`src/rtl/seq_shift_unit.sv`:
```
// seq_shift_unit: iterative shift/BFE unit, shifts left by X then right by Y one bit per clock
module seq_shift_unit #(
  parameter int WIDTH = 16,
  parameter int AMT_W = 4
) (
  input  logic             clk,
  input  logic             reset,
  input  logic             start,
  input  logic [WIDTH-1:0] data_in,
  input  logic [AMT_W-1:0] shl_amt,
  input  logic [AMT_W-1:0] shr_amt,
  input  logic             arith,
  output logic             busy,
  output logic             done,
  output logic [WIDTH-1:0] result
);
  typedef enum logic [1:0] {IDLE, LEFT, RIGHT, FIN} state_t;
  state_t           state_q, state_d;
  logic [WIDTH-1:0] sh_q, sh_d, result_q, result_d;
  logic [AMT_W-1:0] lcnt_q, lcnt_d, rcnt_q, rcnt_d;
  logic             arith_q, arith_d;
  always_ff @(posedge clk) begin
    if (reset) begin
      state_q  <= IDLE;
      sh_q     <= '0;
      result_q <= '0;
      lcnt_q   <= '0;
      rcnt_q   <= '0;
      arith_q  <= 1'b0;
    end else begin
      state_q  <= state_d;
      sh_q     <= sh_d;
      result_q <= result_d;
      lcnt_q   <= lcnt_d;
      rcnt_q   <= rcnt_d;
      arith_q  <= arith_d;
    end
  end
  always_comb begin
    state_d  = state_q;
    sh_d     = sh_q;
    result_d = result_q;
    lcnt_d   = lcnt_q;
    rcnt_d   = rcnt_q;
    arith_d  = arith_q;
    case (state_q)
      IDLE: if (start) begin
        sh_d    = data_in;
        lcnt_d  = shl_amt;
        rcnt_d  = shr_amt;
        arith_d = arith;
        state_d = (shl_amt != '0) ? LEFT : (shr_amt != '0) ? RIGHT : FIN;
      end
      LEFT: begin
        sh_d   = {sh_q[WIDTH-2:0], 1'b0};
        lcnt_d = lcnt_q - 1'b1;
        if (lcnt_q == AMT_W'(1)) state_d = (rcnt_q != '0) ? RIGHT : FIN;
      end
      RIGHT: begin
        sh_d   = {arith_q & sh_q[WIDTH-1], sh_q[WIDTH-1:1]};
        rcnt_d = rcnt_q - 1'b1;
        if (rcnt_q == AMT_W'(1)) state_d = FIN;
      end
      default: begin
        result_d = sh_q;
        state_d  = IDLE;
      end
    endcase
  end
  // result must be valid during the done cycle itself, so FIN forwards the shift register
  assign done   = state_q == FIN;
  assign busy   = (state_q == LEFT) || (state_q == RIGHT);
  assign result = done ? sh_q : result_q;
endmodule
```
`config.mk`:
```
export PLATFORM = sky130hd
export DESIGN_NAME = seq_shift_unit
export DESIGN_NICKNAME = d
export VERILOG_FILES = /design/src/rtl/seq_shift_unit.sv
export SDC_FILE = /design/constraint.sdc
export NUM_CORES = 1
export LEC_CHECK = 0
export ABC_CLOCK_PERIOD_IN_PS = 3200
export BUFFER_PORTS_ARGS = -buffer_cell sky130_fd_sc_hd__buf_2
export CELL_PAD_IN_SITES_DETAIL_PLACEMENT = 0
export CELL_PAD_IN_SITES_GLOBAL_PLACEMENT = 1
export CORE_MARGIN = 2
export CORE_UTILIZATION = 44
export CTS_CLUSTER_DIAMETER = 40
export DETAILED_ROUTE_END_ITERATION = 8
export PLACE_DENSITY_LB_ADDON = 0.2
export SLEW_MARGIN = 20
export SYNTH_ARGS = -nofsm -noshare
export SYNTH_HDL_FRONTEND = slang
export SYNTH_SLANG_ARGS = --single-unit
```
`constraint.sdc`:
```
create_clock -name clk -period 3.2 [get_ports clk]
set_input_delay 0.32 -clock clk [delete_from_list [all_inputs] [get_ports clk]]
set_output_delay 0.32 -clock clk [all_outputs]
set_load 0.05 [all_outputs]
```
# Word level (Yosys, flattened, before mapping)
# Cells that the tools add are included.
classes:
  addsub: 2
  n_eq_ne: 8
  n_mux: 14
  bitwise: 1
  n_reduce_logical: 14
ops:
  columns: ["op", "count"]
  rows:
  - ["one-hot mux 16 bit (3 select lines)", 1]
  - ["2-to-1 mux 16 bit", 2]
  - ["one-hot mux 4 bit (2 select lines)", 2]
  - ["nonzero test 4 bit", 3]
  - ["equality test 4 x 1 -> 1 bit (second input constant)", 2]
  - ["2-to-1 mux 2 bit", 4]
  - ["2-to-1 mux 4 bit", 2]
  - ["AND reduction 2 bit", 4]
  - ["subtractor 4 x 1 -> 4 bit (second input constant)", 2]
  - ["!= test 2 bit (second input constant)", 3]
  - ["one-hot mux 2 bit (3 select lines)", 1]
  - ["equality test 2 bit (second input constant)", 2]
  - ["nonzero test 2 bit", 2]
  - ["AND reduction 3 bit", 1]
  - ["nonzero test 3 bit", 1]
  - ["OR reduction 3 bit", 1]
  - ["equality test 2 x 1 -> 1 bit (second input constant)", 1]
  - ["logical NOT 2 bit", 1]
  - ["2-to-1 mux 1 bit", 2]
  - ["bitwise AND 1 bit", 1]
  - ["logical OR 1 bit", 1]
totals:
  regBits: 43
  inputBits: 28
  output_inout_bits: 18
  elab_cells: 45

# Depth between registers and ports, before layout
logic_depth:
  depth_word: 5
  depth_mapped: 9
  depth_no_buf: 6

# Worst setup path before layout
# OpenSTA, ideal clock, no wires.
synth_path:
  kind: "register -> output"
  from: "reg state_q[0]"
  to: "out result[10]"
  t_arrival_ps: 1869
  required_ps: 2880
  setup_slack_ps: 1011
  stages_incl_launch_ff: 5
  cell_sequence: "dfxtp_1 > ha_1 > clkbuf_1 > buf_2 > mux2_2"
synth_via:
  elab_chain_cells: 2
synth_lines:
  columns: ["element", "line", "rtl"]
  rows:
  - ["start: declaration", "18", "state_t state_q, state_d;"]
  - ["start signal: assignment", "31", "state_q <= state_d;"]
  - ["equality test 2 bit", "71", "assign done = state_q == FIN;"]
  - ["named net done", "14", "output logic done,"]
  - ["2-to-1 mux 16 bit", "73", "assign result = done ? sh_q : result_q;"]
  - ["end: declaration", "15", "output logic [WIDTH-1:0] result"]
# The timed path passes the listed nets, and every way through them passes these cells.

# Worst setup path in the final report
layout_path:
  from: "reg state_q[0]"
  to: "out busy"
layout_via:
  elab_chain_cells: 2
  word_cells_on_any_way: 3
  classes_between: "eq/ne (2); reduce/logical (1)"
layout_lines:
  columns: ["element", "line", "rtl"]
  rows:
  - ["equality test 2 x 1 -> 1 bit or equality test 2 bit (tied branches)", "72", "assign busy = (state_q == LEFT) || (state_q == RIGHT);"]
  - ["logical OR 1 bit *", "72", null]
  - ["end: declaration", "13", "output logic busy,"]
# Every way passes the cells marked *; elsewhere a longest branch is shown, timed or not.

==> impl_metrics.ini <==
[synthesis]
syn_area_um2 = 2390
ys_seq_area_share_pct = 35.9
synth_top_area_share_pct = 35.9
ys_warn_count = 0
synth_cell_types = 40
synthCells = 274
ys_seq_elements = 43
synth-compound-area-share_pct = 22.7
synth_top_family_by_area = compound AO/OA/AOI/OAI gates
yosys-mux-area-fraction_pct = 15.5
yosysTopAreaCell = dfxtp_1
yosys.area_share.simple_pct = 14.0
syn_nets = 312
synth_xor_xnor_area_share_pct = 0
synth_area_per_cell_um2 = 8.74
synth_area_leaders = dfxtp_1 36%, nor2_1 8.9%, mux2_2 8.0%
synthAdderAreaFrac_pct = 5.22

[critical_path]
cp_slowest_stage_delay_ns = 0.92
arrival_ns = 2.11
worst_setup_path_end_kind = output port
crit_required_ns = 2.88
worstSetupPathType = flip-flop to output port
crit_buf_inv = 2
cp_max_fo = 34
start_kind = flip-flop
crit_family = adder cells
path_cells = inv_1, ha_1, buf_2
critPathSlowestCell = ha_1

[cts]
clkTransAtPathRegs_ns = 0.07
cts_tree = done
cts_resized = 0
cts_buffers = 5
post_cts_buffers = 0
clock_sink_count = 43
clock_path_buffers = 2
htreeDepth = 2
hold_buffers = 0
cts_root_buf = clkbuf_8
clk_latency_ns = 0.29

[timing]
period_minus_slack_ns = 2.43
fin_ws_ns = 0.766
finalSetupTns_ns = 0
finalCritPeriodShare_pct = 76.1
final.setup_skew_ns = 0.00343
max_freq_ghz = 0.411
rsz0062_at_grt = false
finalHoldViolCount = 0
slew_violations = 0
worstMarginPinSlew_ns = 0.969
slew_headroom_pct = 35.4
setup_violations = 0

[detailed_routing]
drt-initial-drc-count = 113
vias = 2037
ant_nets = 0
first_pass_iters = 4
routed_wl_mm = 5.18
drc = 0
viasPerCell = 5.45
wl_per_cell_um = 13.9

[grt]
grt_max_degree = 35
grt_pass1_vias = 1921
grt_antenna_before_repair = 0
grt_usage_pct = 18.0
grt_pass1_wl_mm = 8.88
grt_overflow_total = 0

[power]
comb_power_share_pct = 47.9
ir_worst_vdd_uv = 360
p_per_area_nw_per_um2 = 842
switching_share_pct = 44.6
total_power_mw = 2.25
leakage_nw = 1.08
p_seq_share_pct = 38.1
clockPowerShare_pct = 14.0
p_int_mw = 1.25
switchingPower_mw = 1.00

[floorplanning]
die_w_um = 77.8
start_util_pct = 46.3
rows = 26
fp.dieArea_um2 = 6050
core_area_um2 = 5170
ios = 46
die_y_um = 77.8

[layout]
antenna_cells = 0
nFillCells = 529
drive_gt1_share_pct = 24.7
area.growth.synth_to_final_pct = 11.7
fin_nets = 343
post-route-util_pct = 51.7

[flow_run]
maxCapViolations = 0

[placement]
gp_congestion = 0.798
port-buffer-count = 45
place_ws_ns = 0.920
dp_hpwl_mm = 3.41

[outcome]
status = completed

[min_path]
min_path_type = input port to flip-flop
Yosys cell counts:
cell type   n
o2bb2ai_1   1
o22ai_1     1
inv_1      10
ha_1       10
dfxtp_1    43
nor4_1      2
nor2b_4     1
or3b_2      1
nor2_1     57
o21ai_0     6
a32oi_1     1
a31o_2      1
or4_4       1
nand3_1     1
and2_1      1
mux2_2     17
a311oi_1    1
or2_1       1
a211oi_1    2
o21a_1      2
a22oi_1    16
buf_4       2
or3_1       1
mux2i_1    18
nor3_1      1
o2111ai_1   2
nor2b_1     4
o31ai_1     2
a21oi_1    22
nand2b_1    1
a211oi_2    1
a221oi_1    1
clkbuf_1   10
a2111oi_0  15
o31a_1      1
buf_6       2
a22o_1      1
nand2_1     4
buf_2       9
a21bo_2     1
cells by family (layout without fill, tap and decap cells):
family	after synthesis	in the layout
AO/OA/AOI/OAI	77	77
buffers and inverters	33	63
flip-flops	43	43
AND/OR/NAND/NOR	76	76
adder cells (fa/ha/maj)	10	10
multiplexers	35	35
worst min-delay path, delay by kind of cell:
family	cells	cell delay, ns
buffers and inverters	1	0.09
AO/OA/AOI/OAI	1	0.06
AND/OR/NAND/NOR	1	0.06
final cells by class:
type	count	area, µm²	share of cell area, %
Multi-Input combinational cell	198	1380	51.4
Sequential cell	43	861	32.2
Inverter	10	37.5	1.40
Clock buffer	6	72.6	2.71
Tap cell	70	87.6	3.27
Timing Repair Buffer	47	240	8.98
cells in the final DEF, fill, tap and decap left out, types with 2 or more instances in the layout:
| cell type | count |
|---|---|
| o21ai_0 | 6 |
| clkbuf_8 | 5 |
| a21oi_1 | 22 |
| o31ai_1 | 2 |
| nor4_1 | 2 |
| nand2_1 | 4 |
| inv_1 | 10 |
| o2111ai_1 | 2 |
| dfxtp_1 | 43 |
| a211oi_1 | 2 |
| nor2_1 | 57 |
| a2111oi_0 | 15 |
| o21a_1 | 2 |
| ha_1 | 10 |
| buf_4 | 2 |
| a22oi_1 | 16 |
| mux2i_1 | 18 |
| mux2_2 | 17 |
| nor2b_1 | 4 |
| buf_2 | 45 |
power groups by stage:
stage	clock (mW)	combinational (mW)	sequential [mW]
finish	0.315	1.08	0.857
global placement	0	1.09	0.864
floorplan	0	0.957	0.814
CTS	0.331	1.09	0.856
global route	0.353	1.23	0.878
detailed placement	0	1.08	0.868
path summary, 6_finish.rpt:
path,startpoint,endpoint,slack [ns],cells after the start
max,state_q[0],busy,0.77,3
min,arith,arith_q,0.28,3
max reg2reg,state_q[0],rcnt_q[0],0.89,5
min reg2reg,arith_q,arith_q,0.47,2
flip-flops by register name, summed over array words and instances, names as in the netlist:
register  cells
result_q     16
sh_q         16
lcnt_q        4
rcnt_q        4
state_q       2
arith_q       1
routing by layer:
metal	up-vias	wire length, µm	GRT usage (%)	part of all wire [%]
met5	-	0	0	0
met4	0	52	6.25	1.0
met3	5	276	4.88	5.3
met2	50	2330	29.7	45
met1	929	2520	22.5	49
li1	1053	-	-	-
stage by stage:
stage                     hold slack, ns  std cells  area [µm²]
after floorplan                    0.437        274        2390
after global placement             0.462        368        2600
after detailed placement           0.459        368        2600
after CTS                          0.271        374        2680
after global routing               0.285        374        2680
final                              0.282        374        2680
(Power assumes the default switching activity.)
